## src/rtl/btu_pkg.sv

```systemverilog
// btu_pkg: shared FSM encoding, default sizes and clog2 helper for the block transfer unit.
package btu_pkg;
  typedef enum logic [1:0] {IDLE = 2'd0, ARB = 2'd1, XFER = 2'd2, DONE = 2'd3} state_t;
  localparam int DEF_WSIZE = 32;
  localparam int DEF_WPB = 4;
  function automatic int clog2(input int v);
    int r;
    r = 0;
    for (int i = 0; i < 31; i++) if ((1 << i) < v) r = i + 1;
    return r;
  endfunction
endpackage

```

## src/rtl/block_xfer_arbiter_rr_arbiter.sv

```systemverilog
// rr_arbiter: combinational round-robin pick of the first set request at or above the pointer, with wrap.
module rr_arbiter
  import btu_pkg::*;
#(
  parameter int NREQ = 4,
  parameter int IW = clog2(NREQ)
) (
  input  logic [NREQ-1:0] i_req,
  input  logic [IW-1:0]   i_rr_ptr,
  output logic [NREQ-1:0] o_gnt,
  output logic [IW-1:0]   o_idx
);
  logic [IW-1:0] w_idx;
  // Scanning from the farthest offset down lets the closest request to the pointer win.
  always_comb begin
    o_gnt = '0;
    o_idx = '0;
    w_idx = '0;
    for (int k = NREQ - 1; k >= 0; k--) begin
      w_idx = i_rr_ptr + IW'(k);
      if (i_req[w_idx]) begin
        o_gnt = NREQ'(1) << w_idx;
        o_idx = w_idx;
      end
    end
  end
endmodule

```

## src/rtl/block_xfer_arbiter.sv

```systemverilog
// block_xfer_arbiter: round-robin owner of a word channel that moves whole WPB-word blocks.
// Optional stall timeout that aborts a burst is enabled with macro BXA_TIMEOUT_EN.
module block_xfer_arbiter
  import btu_pkg::*;
#(
  parameter int WSIZE = DEF_WSIZE,
  parameter int NREQ = 4,
  parameter int WPB = DEF_WPB,
  parameter int TIMEOUT = 255
) (
  input  logic                     clock,
  input  logic                     reset,
  input  logic [NREQ-1:0]          req,
  input  logic [NREQ*WSIZE-1:0]    req_word,
  input  logic [NREQ-1:0]          req_word_valid,
  output logic [NREQ-1:0]          req_word_pop,
  output logic [NREQ-1:0]          grant,
  output logic [clog2(NREQ)-1:0]   grant_id,
  output logic [WSIZE-1:0]         word_out,
  output logic                     word_out_valid,
  input  logic                     word_out_ready,
  output logic                     block_done,
  output logic                     busy,
  output logic                     timeout_err
);
  localparam int IW = clog2(NREQ);
  localparam int CW = clog2(WPB);
  state_t r_state, w_next;
  logic [NREQ-1:0] r_grant, w_arb_gnt;
  logic [IW-1:0] r_grant_id, r_rr_ptr, w_arb_idx;
  logic [CW-1:0] r_cnt;
  logic w_beat, w_last, w_timeout;

  rr_arbiter #(.NREQ(NREQ), .IW(IW)) u_rr (
    .i_req(req), .i_rr_ptr(r_rr_ptr), .o_gnt(w_arb_gnt), .o_idx(w_arb_idx)
  );

  always_ff @(posedge clock or posedge reset)
    if (reset) r_state <= IDLE;
    else r_state <= w_next;

  // A request withdrawn before arbitration leaves no owner, so fall back to IDLE.
  always_comb begin
    word_out_valid = r_state == XFER && req_word_valid[r_grant_id];
    w_beat = word_out_valid && word_out_ready;
    w_last = r_cnt == CW'(WPB - 1);
    word_out = word_out_valid ? req_word[r_grant_id*WSIZE +: WSIZE] : '0;
    req_word_pop = w_beat ? r_grant : '0;
    block_done = r_state == DONE;
    busy = r_state != IDLE;
    w_next = r_state == IDLE ? (|req ? ARB : IDLE) :
             r_state == ARB  ? (|w_arb_gnt ? XFER : IDLE) :
             r_state == XFER ? (w_timeout ? IDLE : (w_beat && w_last) ? DONE : XFER) :
             IDLE;
  end

  always_ff @(posedge clock or posedge reset)
    if (reset) begin
      r_grant <= '0;
      r_grant_id <= '0;
      r_rr_ptr <= '0;
      r_cnt <= '0;
    end else begin
      if (r_state == ARB) begin
        r_grant <= w_arb_gnt;
        r_grant_id <= w_arb_idx;
      end
      if (w_beat) r_cnt <= r_cnt + 1'b1;
      if (r_state == DONE || w_timeout) begin
        r_grant <= '0;
        r_grant_id <= '0;
        r_rr_ptr <= r_grant_id + 1'b1;
        r_cnt <= '0;
      end
    end

`ifdef BXA_TIMEOUT_EN
  localparam int SW = clog2(TIMEOUT + 1);
  logic [SW-1:0] r_stall;
  assign w_timeout = r_state == XFER && !w_beat && r_stall == SW'(TIMEOUT - 1);
  always_ff @(posedge clock or posedge reset)
    if (reset) r_stall <= '0;
    else r_stall <= (r_state == XFER && !w_beat && !w_timeout) ? r_stall + 1'b1 : '0;
`else
  assign w_timeout = 1'b0;
`endif

  assign grant = r_grant;
  assign grant_id = r_grant_id;
  assign timeout_err = w_timeout;
endmodule
```

## config.mk

```make
export PLATFORM = sky130hd
export DESIGN_NAME = block_xfer_arbiter
export DESIGN_NICKNAME = d
export VERILOG_FILES = /design/src/rtl/btu_pkg.sv /design/src/rtl/block_xfer_arbiter_rr_arbiter.sv /design/src/rtl/block_xfer_arbiter.sv
export SDC_FILE = /design/constraint.sdc
export NUM_CORES = 1
export LEC_CHECK = 0
export CORE_MARGIN = 2
export CORE_UTILIZATION = 30
export CTS_CLUSTER_SIZE = 8
export DETAILED_ROUTE_END_ITERATION = 16
export DONT_BUFFER_PORTS = 1
export GPL_TIMING_DRIVEN = 0
export PLACE_DENSITY_LB_ADDON = 0.3
export SLEW_MARGIN = 20
export SYNTH_ARGS = -nofsm -noshare
export SYNTH_HDL_FRONTEND = slang
export SYNTH_SLANG_ARGS = --single-unit
```

## constraint.sdc

```tcl
create_clock -name clock -period 2.3 [get_ports clock]
set_input_delay 0.23 -clock clock [delete_from_list [all_inputs] [get_ports clock]]
set_output_delay 0.23 -clock clock [all_outputs]
set_load 0.02 [all_outputs]
```

* Word-level counts from Yosys, hierarchy flattened
Index checks and enable logic that the tools add are counted.
Cells by class: shifts and indexed selects 5, multiplexer cells 32, $add $sub $neg 5, equality and inequality tests 4, order comparisons 5, reduce and logical (&&, ||, !) cells 9
Operators by type and width (count):
- $shiftx 128x8->32 | 1
- $mux 32 | 1
- $mux 4 | 7
- $mux 2 | 12
- $shl 1x2->4 const A | 4
- $lt 2x3->1 const B | 5
- $bmux 1 s2 | 5
- $reduce_or 4->1 | 2
- $mux 1 | 7
- $add 2x1->2 const B | 3
- $eq 2x2->1 const B | 3
- $reduce_bool 2->1 | 3
- $add 2x2->2 const B | 2
- $logic_and 1x1->1 | 3
- $eq 2x1->1 const B | 1
- $logic_not 2->1 | 1
Word-level totals: logic and storage cells 65, output and inout bits 46, input bits 139, flip-flop bits (word level) 12

* Logic depth before layout (Yosys ltp)
Gate-level depths: netlist (run 1).
word-level depth 11, gate-level depth with buffers 10, depth with buffers taken out 7

* Modules after synthesis
From an unflattened synthesis (run 1), not the netlist that was laid out.
Second synthesis, totals: cells, all modules 206, area, all modules 2428.6 um^2
Modules (own cells, without submodules):
- block_xfer_arbiter | times used 1, area each 1938.1 um^2, seq. area each 300.3 um^2, cells each 146
- rr_arbiter | times used 1, area each 490.5 um^2, seq. area each 0.0 um^2, cells each 60

* Least setup slack after synthesis (run 1)
No wires, ideal clock.
kind reg2reg, from reg r_rr_ptr[0], to reg r_state[1], data arrival time 1929 ps, stages on the path, launching flop included 11, clock period less this slack 2072 ps, buffers on the path 3, setup time 142 ps, slack 228 ps, data required time 2158 ps, path through dfrtp_1 > buf_6 > buf_8 > inv_1 > ha_1 > clkbuf_2 > and2_4 > o21ai_1 > o2111ai_2 > a22oi_1 > o2111ai_1
Between the ends: longest elaborated chain between the ends 11, elaborated cells between the ends (all ways) 23, classes of those cells 3 x add/sub; 4 x shift; 15 x mux; 1 x reduce/logical
RTL lines:
- start, declared | RTL line block_xfer_arbiter.sv:30 | logic [IW-1:0] r_grant_id, r_rr_ptr, w_arb_idx;
- start signal, assigned | RTL line block_xfer_arbiter.sv:72 | r_rr_ptr <= r_grant_id + 1'b1;
- $add 2x2->2 | RTL line block_xfer_arbiter_rr_arbiter.sv:20 | w_idx = i_rr_ptr + IW'(k);
- $bmux 1 s2 | RTL line block_xfer_arbiter_rr_arbiter.sv:21 | if (i_req[w_idx]) begin
- $mux 1 (not written as such) | RTL line block_xfer_arbiter_rr_arbiter.sv:21
- $mux 4 (3 in a row) | RTL line block_xfer_arbiter_rr_arbiter.sv:21
- $mux 4 (*) | RTL line block_xfer_arbiter_rr_arbiter.sv:21
- $reduce_or 4->1 (*) | RTL line block_xfer_arbiter.sv:52 | r_state == ARB ? (|w_arb_gnt ? XFER : IDLE) :
- $mux 2 (*) (2 in a row) | RTL line block_xfer_arbiter.sv:52
- $mux 2 (*) | RTL line block_xfer_arbiter.sv:51 | w_next = r_state == IDLE ? (|req ? ARB : IDLE) :
- net w_next[1] | RTL line block_xfer_arbiter.sv:28 | state_t r_state, w_next;
- end signal, assigned | RTL line block_xfer_arbiter.sv:40 | else r_state <= w_next;
- end, declared | RTL line block_xfer_arbiter.sv:28
Mark *: on every way through the listed nets, which the timed path passes. The rest lies on a longest branch. The select of a mux whose other input is x is not followed. A chain may end at the register's enable or synchronous reset.

* Final worst setup path (run 1)
from reg r_grant_id[0], in the netlist grant_id[0], to out word_out[13]
Between the ends: longest elaborated chain between the ends 4, elaborated cells between the ends (all ways) 5, classes of those cells 1 x shift; 3 x mux; 1 x reduce/logical
RTL lines:
- start, declared | RTL line block_xfer_arbiter.sv:30
- start signal, assigned | RTL line block_xfer_arbiter.sv:66 | r_grant_id <= w_arb_idx;
- branches (longest 3 deep; another with $shiftx 128x8->32)
- $mux 32 (*) | RTL line block_xfer_arbiter.sv:47 | word_out = word_out_valid ? req_word[r_grant_id*WSIZE +: WSIZE] : '0;
- end, declared | RTL line block_xfer_arbiter.sv:19 | output logic [WSIZE-1:0] word_out,
Mark *: on every way between the ends. The select of a mux whose other input is x is not followed.

==> qor.csv, run 1 <==
metric,value,unit
run status,completed,
H-tree depth,1,
DRT iter0 DRCs,78,
Via density,5.93,
reg2reg setup slack,0.13,ns
Worst-Skew Late Latency,0.24,ns
WP data arrival,1.97,ns
most frequent cells in the layout,"mux4_2, and3_1, inv_1",
WL per Instance,23.8,µm
Pre-antenna DRT Iters,4,
Max-cap violations,0,
skew final,0.000720,ns
fmax,455,MHz
total CTS buffers,3,
gpl congestion,0.880,
library cells used by synthesis,48,
Synth Net Count,355,
Residual DRC,0,
"CTS clk-pin slew, worst paths",0.05,ns
slew at the pin with the worst max-slew slack,0.510,ns
leakage power,0.000965,µW
die height,88.2,µm
Total Wirelength,7390,µm
min-delay worst type,primary input to flop,
crit path launch type,flop,
first-pass GRT wire length,10100,µm
Site Rows,30,
Final Net Count,362,
Crit. End Element,output pin,
Tcrit/Tclk final,95.6,%
die width,88.2,µm
hpwl dp,6190,µm
slew margin rel.,66.0,%
clock buffer depth,2,
area of placed instances,0.00225,mm²
Global Route Usage Sum,17.0,%
CP Max Fanout,10,
Vias,1839,
Final ANT Viol Nets,0,
initial antenna violation count,0,
Synth Area in Compound Gates,14.6,%
minimum clock period,2.20,ns
Worst VDD drop,0.632,mV
"Primary FF master, synth",dfrtp_1,
Power Dens Cells,1260,mW/mm²
fin. max-slew vios,0,
post-synthesis mux area share,40.0,%
Layout area overhead,12.4,%
Final Hold Fails,0,
CTS tree,built,
Synth Area in Adders,4.71,%
largest net degree at the start of global routing,13,
syn avg cell area,10.2,µm²
final instance area,0.00239,mm²
CP Data Required Time,2.07,ns
Ys Warns,0,
Post-synth EDFFs,0,
CTS sink cnt,12,
Core Area,0.00683,mm²
"Setup violations, final",0,
"Seq/Total Area, Yosys",14.1,%
starting density of the core,31.1,%
fraction of registers with async set/reset,100,%
n_diodes,0,
Post-Synth XOR/XNOR Area,0.824,%
synthesized area,0.00213,mm²
Top Ports,185,
CP Class,flop to output pin,
Synth Area in Simple Gates,17.1,%
"commonest non-fill, non-tap cell in the layout",mux4_2,
Port Buffers,0,
DIE AREA,0.00778,mm²
main combinational cell family by area after synthesis,multiplexers,
worst hold margin,0.133,ns
root buf cell,clkbuf_8,
Post-Syn Instances,208,
vias in the first global route,1825,
ratio of cells with drive above 1 in the final layout,37.9,%
total grt overflow,0,
Seq cells post-synth,12,
==> cells in the mapped netlist (3+ instances only) <==
| cell | instances | area [µm²] |
|---|---|---|
| clkbuf_1 | 9 | 33.8 |
| mux4_2 | 34 | 766 |
| ha_1 | 8 | 100 |
| nand2_1 | 5 | 18.8 |
| o2bb2ai_1 | 3 | 26.3 |
| o21a_1 | 3 | 22.5 |
| and3_1 | 32 | 200 |
| buf_2 | 7 | 35.0 |
| dfrtp_1 | 12 | 300 |
| mux2i_1 | 3 | 30.0 |
| o21ai_0 | 8 | 40.0 |
| o21ai_1 | 5 | 25.0 |
| a21oi_1 | 5 | 25.0 |
| nor2_1 | 14 | 52.6 |
| nand3_1 | 3 | 15.0 |
| inv_1 | 13 | 48.8 |
==> worst paths after layout <==
kind	startpoint	endpoint	depth (start not counted)
setup / recovery	grant_id[0]	word_out[13]	4
hold / removal	word_out_ready	r_cnt[1]	2
setup reg to reg	r_rr_ptr[0]	r_state[1]	9
hold reg to reg	r_cnt[1]	r_cnt[1]	2
max in group asynchronous	reset	grant_id[0]	2
min in group asynchronous	reset	grant[2]	2
==> where the power goes <==
| part | leakage, µW | total [µW] | internal (µW) | switching [µW] |
|---|---|---|---|---|
| Sequential | 0.000151 | 445 | 308 | 137 |
| Combinational | 0.000785 | 2330 | 1010 | 1330 |
| Clock | 0.0000288 | 232 | 151 | 80.8 |
| Total | 0.000965 | 3010 | 1470 | 1540 |
==> logic make-up (layout without fill, tap and decap cells) <==
| group | count (synthesis) | in the layout |
|---|---|---|
| other | 1 | 1 |
| adders and majority gates | 8 | 8 |
| DFF | 12 | 12 |
| and+or+nand+nor | 64 | 64 |
| buffers and inverters | 38 | 44 |
| AOI/OAI and AO/OA | 42 | 42 |
| xor gates and xnor gates | 2 | 2 |
| muxes | 41 | 41 |
==> layout make-up <==
class                      count  area [µm²]
buffer                        23         144
fill                         727        4440
multi-input combinational    158        1690
inverter                      14        56.3
timing repair buffer           3        25.0
clock buffer                   4        55.1
sequential                    12         303
tap                           96         120
==> routing by layer <==
metal	vias to the layer above	track usage, %	part of all wire (%)
li1	822	-	-
met1	910	20.5	37
met2	101	30.8	53
met3	6	4.34	9.0
met4	0	2.48	1.1
met5	-	0	0
==> state kept, by name, summed over array words and instances (netlist names) <==
register,cells
grant_id,2
r_rr_ptr,2
r_cnt,2
grant,4
r_state,2
==> repair_timing <==
action,4_1_cts,5_1_grt
setup endpoints to repair,37,36
hold buffers,1,0
setup buffers,2,0
gates resized for setup,14,11
hold endpoints to repair,12,0
==> critical path, cell delays in order, from the launching register on <==
cell and delay [ns]:
dfrtp_2 0.44, buf_6 0.19, mux4_2 0.61, clkbuf_2 0.22, and3_1 0.26
==> through the flow <==
step | setup WS (ns) | instances | utilization, % | power [µW] | setup TNS, ns
finish | 0.101 | 310 | 35.0 | 3010 | 0
global route | -0.0228 | 310 | 35.0 | 3250 | -0.0228
CTS | -0.00408 | 310 | 34.5 | 2980 | -0.00806
detailed placement | -0.0752 | 304 | 32.9 | 2650 | -0.174
global placement | -0.0681 | 304 | 32.9 | 2640 | -0.137
floorplan | 0.228 | 208 | - | 2250 | 0
Power figures use the tool's default switching activity.
==> inputs of run 2 (changes only) <==
--- a/config.mk
+++ b/config.mk
@@ -7,3 +7,4 @@
 export LEC_CHECK = 0
-export CORE_MARGIN = 2
+export BUFFER_PORTS_ARGS = -buffer_cell sky130_fd_sc_hd__buf_2
+export CORE_MARGIN = 3
 export CORE_UTILIZATION = 30
@@ -11,3 +12,2 @@
 export DETAILED_ROUTE_END_ITERATION = 16
-export DONT_BUFFER_PORTS = 1
 export GPL_TIMING_DRIVEN = 0
==> constraint.sdc (replaced) <==
create_clock -name clock -period 2.3 [get_ports clock]
set_input_delay 0.345 -clock clock [delete_from_list [all_inputs] [get_ports clock]]
set_output_delay 0.345 -clock clock [all_outputs]
set_load 0.02 [all_outputs]
==> qor.csv, run 2 (same netlist as run 1, synthesis figures left out) <==
metric,value,unit,change
root buf cell,clkbuf_8,,
Core Area,0.00683,mm²,unchanged
CP Cell Sequence,buf_6 > mux4_2 > buf_4 > and3_1 > buf_2,,
WL per Instance,17.1,µm,-28%
skew final,0.000909,ns,+0.000189 ns
Finished Core Util,48.9,%,+14 points
most frequent cells in the layout,"buf_2, mux4_2, and3_1",,
min-delay worst type,primary input to asynchronous set/reset pin,,
leakage power,0.00177,µW,+84%
clock buffer depth,2,,unchanged
Residual DRC,0,,unchanged
CP Class,flop to output pin,,
DIE AREA,0.00814,mm²,+4.6%
Crit. End Element,output pin,,
Sw Share,48.1,%,-3.2 points
Placed Cells,485,,+60%
Comb pwr share,83.4,%,+5.9 points
max FFs per register,4,,unchanged
fmax,453,MHz,-0.43%
Worst VDD drop,0.597,mV,-5.6%
Layout area overhead,57.1,%,
Power Dens Cells,1010,mW/mm²,-20%
Tcrit/Tclk final,96.0,%,+0.42 points
final instance area,0.00334,mm²,+40%
Final Hold Fails,0,,unchanged
initial antenna violation count,2,,+2
minimum clock period,2.21,ns,+0.00956 ns
fin. max-slew vios,0,,unchanged
largest net degree at the start of global routing,13,,unchanged
RSZ-0062 raised after global routing,true,,
Site Rows,30,,unchanged
DRT iter0 DRCs,48,,-38%
hpwl dp,7170,µm,+16%
CTS sink cnt,12,,unchanged
Slowest cell on crit path,mux4_2,,
"commonest non-fill, non-tap cell in the layout",buf_2,,
worst setup margin,0.0918,ns,-0.00956 ns
Clk pwr share,5.4,%,-2.3 points
total grt overflow,0,,unchanged
Vias,2551,,+39%
"worst slack, placed",-0.103,ns,-0.0282 ns
crit path launch type,flop,,
fin cells,499,,+61%
"delay-heaviest family, CP",multiplexers,,
CP Max Fanout,10,,unchanged
Switch Pwr,1620,µW,+4.8%
first-pass GRT wire length,13400,µm,+33%
gpl congestion,0.843,,-4.2%
CP Data Required Time,1.96,ns,-0.11 ns
Global Route Usage Sum,19.9,%,+3.0 points
internal power,1750,µW,+19%
Worst-Skew Late Latency,0.23,ns,about the same
crit-path max cell delay,0.61,ns,about the same
Top Ports,185,,unchanged
run status,completed,,
Final Net Count,551,,+52%
CTS tree,built,,
Via density,5.11,,-14%
worst r2r src,r_rr_ptr[0],,
Port Buffers,181,,+181
Bufs and invs on worst path,3,,+1
Max-cap violations,0,,unchanged
die height,90.2,µm,+2.3%
Final ANT Viol Nets,0,,unchanged
die width,90.2,µm,+2.3%
"Setup violations, final",0,,unchanged
"CTS clk-pin slew, worst paths",0.05,ns,about the same
H-tree depth,1,,unchanged
Pre-antenna DRT Iters,4,,unchanged
Worst setup startpoint,grant_id[0],,
Sequential Power Share,11.2,%,-3.6 points
starting density of the core,31.1,%,unchanged
area of placed instances,0.00315,mm²,+40%
Total Wirelength,8550,µm,+16%
ratio of cells with drive above 1 in the final layout,65.7,%,+28 points
WP data arrival,1.86,ns,-0.11 ns
vias in the first global route,2619,,+44%
total CTS buffers,3,,unchanged
[run 2: cell count changes in the layout (fill, tap and decap cells not counted), moves of 3 or more]
cell	previous run	this run
nor2_2	5	0
buf_6	2	5
nor2_1	9	14
buf_4	6	15
buf_2	5	187
clkbuf_2	5	2
[run 2: per-stage QoR]
step	total power [µW]	hold WS [ns]	TNS [ns]
after floorplan	2250	0.210	0
after global placement	2910	0.372	-0.118
after detailed placement	2940	0.379	-0.226
after CTS	3230	0.125	0
after global routing	3620	0.152	-0.0256
final	3360	0.119	0
[run 2: worst paths after layout]
check                      slack [ns]     endpoint  cells after the start
max in group asynchronous        1.84  r_rr_ptr[0]                      2
min in group clock               0.41     r_cnt[1]                      3
min                              0.12     grant[2]                      2
max reg2reg                      0.13   r_state[1]                      9
max                              0.09  word_out[3]                      5
min reg2reg                      0.54     r_cnt[1]                      2
[run 2: layout make-up]
class,count,area [µm²]
Inverter,14,60.1
Clock buffer,3,41.3
Fill cell,701,3490
Timing Repair Buffer,192,988
Tap cell,96,120
Multi-Input combinational cell,158,1670
Sequential cell,12,302
Buffer,23,160
Antenna cell,1,2.50
[run 2: power groups by stage]
stage	registers [µW]	logic (µW)	clock network [µW]
after detailed placement	375	2570	0
final	376	2810	182
after global routing	388	3040	196
after CTS	378	2660	190
after global placement	371	2540	0
after floorplan	416	1840	0
[run 2: repair_timing]
action	4_1_cts	5_1_grt
gates resized for setup	16	11
buffers inserted	0	11
pin swaps	0	2
endpoints found under the setup margin	34	36
hold buffers	0	0
[run 2: metal layers]
metal	track usage [%]	vias up	wire [µm]
li1	-	1201	-
met1	23.2	1223	3270
met2	37.0	107	4480
met3	4.10	18	604
met4	5.10	2	183
met5	0	-	11
==> inputs of run 3 (changes only) <==
- PLACE_DENSITY: unset -> 0.66
- PLACE_DENSITY_LB_ADDON: 0.3 -> unset
==> qor.csv, run 3 (same netlist as run 1, synthesis figures left out) <==
metric,value,unit,change
total grt overflow,0,,unchanged
worst r2r src,r_rr_ptr[0],,
CP Data Required Time,1.96,ns,about the same
area of placed instances,0.00315,mm²,unchanged
Bufs and invs on worst path,3,,unchanged
crit path launch type,flop,,
WL per Instance,16.9,µm,-1.4%
DIE AREA,0.00814,mm²,unchanged
min-delay worst type,primary input to asynchronous set/reset pin,,
Power Dens Cells,1010,mW/mm²,about the same
minimum clock period,2.20,ns,-0.0104 ns
RSZ-0062 raised after global routing,false,,
leakage power,0.00175,µW,-1.2%
FILL cells,696,,-0.71%
fin. max-slew vios,0,,unchanged
most frequent cells in the layout,"buf_2, mux4_2, and3_1",,
CP Max Fanout,10,,unchanged
"delay-heaviest family, CP",multiplexers,,
root buf cell,clkbuf_8,,
largest net degree at the start of global routing,13,,unchanged
n_diodes,0,,-1
Residual DRC,0,,unchanged
Via density,5.14,,+0.54%
Slowest cell on crit path,mux4_2,,
WP data arrival,1.85,ns,about the same
Tcrit/Tclk final,95.6,%,-0.45 points
fmax,455,MHz,+0.47%
Final Net Count,545,,-1.1%
Pre-antenna DRT Iters,5,,+1
Worst VDD drop,0.648,mV,+8.6%
CP Class,flop to output pin,,
Worst setup startpoint,grant_id[0],,
Top Ports,185,,unchanged
ratio of cells with drive above 1 in the final layout,65.5,%,-0.18 points
Final ANT Viol Nets,0,,unchanged
Site Rows,30,,unchanged
Layout area overhead,55.3,%,
Worst-Skew Late Latency,0.24,ns,about the same
vias in the first global route,2603,,-0.61%
Finished Core Util,48.4,%,-0.57 points
skew final,0.00512,ns,+0.00421 ns
CTS sink cnt,12,,unchanged
die width,90.2,µm,unchanged
"CTS clk-pin slew, worst paths",0.05,ns,about the same
H-tree depth,1,,unchanged
total CTS buffers,3,,unchanged
initial antenna violation count,0,,-2
Crit. End Element,output pin,,
run status,completed,,
Max-cap violations,0,,unchanged
Port Buffers,181,,unchanged
Total Wirelength,8330,µm,-2.6%
hpwl dp,7050,µm,-1.7%
DRT iter0 DRCs,80,,+67%
max FFs per register,4,,unchanged
CP Cell Sequence,buf_6 > mux4_2 > clkbuf_4 > and3_1 > buf_2,,
CTS tree,built,,
Global Route Usage Sum,19.6,%,-0.28 points
Hold Buf Count CTS,0,,unchanged
"commonest non-fill, non-tap cell in the layout",buf_2,,
clock buffer depth,2,,unchanged
gpl congestion,0.874,,+3.7%
"Setup violations, final",0,,unchanged
final instance area,0.00330,mm²,-1.2%
first-pass GRT wire length,13200,µm,-1.1%
Core Area,0.00683,mm²,unchanged
Final Hold Fails,0,,unchanged
crit-path max cell delay,0.59,ns,-0.02 ns
die height,90.2,µm,unchanged
starting density of the core,31.1,%,unchanged
Vias,2534,,-0.67%
[run 3: changes by cell type in the layout (fill, tap and decap cells not counted)]
| cell | previous run | this run |
|---|---|---|
| nor2_2 | 0 | 1 |
| buf_6 | 5 | 3 |
| o221ai_2 | 1 | 2 |
| o221ai_1 | 2 | 1 |
| clkbuf_2 | 2 | 3 |
| clkinvlp_4 | 2 | 1 |
| clkbuf_8 | 3 | 4 |
| inv_1 | 11 | 12 |
| nor2_1 | 14 | 13 |
| clkbuf_4 | 0 | 2 |
| diode_2 | 1 | 0 |
| buf_4 | 15 | 8 |
[run 3: worst paths after layout]
path / to / slack [ns] / cells after the start
max: word_out[16] / 0.10 / 5
min: r_cnt[1] / 0.10 / 2
max reg2reg: r_state[1] / 0.15 / 9
min reg2reg: r_cnt[1] / 0.54 / 2
max in group asynchronous: r_rr_ptr[0] / 1.85 / 2
min in group clock: r_cnt[1] / 0.40 / 3
[run 3: cell type report]
type / count / area [µm²] / share of cell area [%]
plain buffers: 23 / 150 / 4.55
clock buffers: 4 / 55.1 / 1.67
inverters: 14 / 56.3 / 1.70
multi-input cells: 158 / 1680 / 50.8
flip-flops and latches: 12 / 302 / 9.13
well taps: 96 / 120 / 3.64
repair buffers: 186 / 943 / 28.6
[run 3: worst register-to-register path, delay by kind of cell, from the launching register on]
kind	cells	cell delay [ns]
mux	1	0.21
fa+ha+maj	1	0.33
flops	1	0.43
compound gates	4	0.58
buf+inv	3	0.47
[run 3: stage by stage]
step	worst slack, ns	power [µW]	setup TNS [ns]	std cells	hold slack, ns
floorplan	0.226	2250	0	208	0.210
finish	0.102	3330	0	493	0.105
global placement	-0.0140	2910	-0.0140	485	0.372
CTS	0.0156	3280	0	489	0.115
detailed placement	-0.0357	2950	-0.0521	485	0.374
global route	0.0160	3580	0	493	0.136
[run 3: timing repair]
action / in CTS / in global routing
setup buffers: 1 / 4
cloned: 0 / 0
setup endpoints to repair: 33 / 34
pin swaps: 0 / 0
hold endpoints to repair: 0 / 0
resized for setup: 17 / 4
[run 3: report_power, final]
part           switching (µW)  internal (µW)  leakage [µW]
Sequential               72.1            307      0.000152
Combinational            1470           1260       0.00157
Clock                    71.6            151     0.0000288
[run 3: layer usage]
metal,wire (µm),vias up,GRT usage [%]
li1,-,1191,-
met1,3000,1200,21.9
met2,4540,127,38.5
met3,557,16,2.85
met4,238,0,5.23
met5,0,-,0
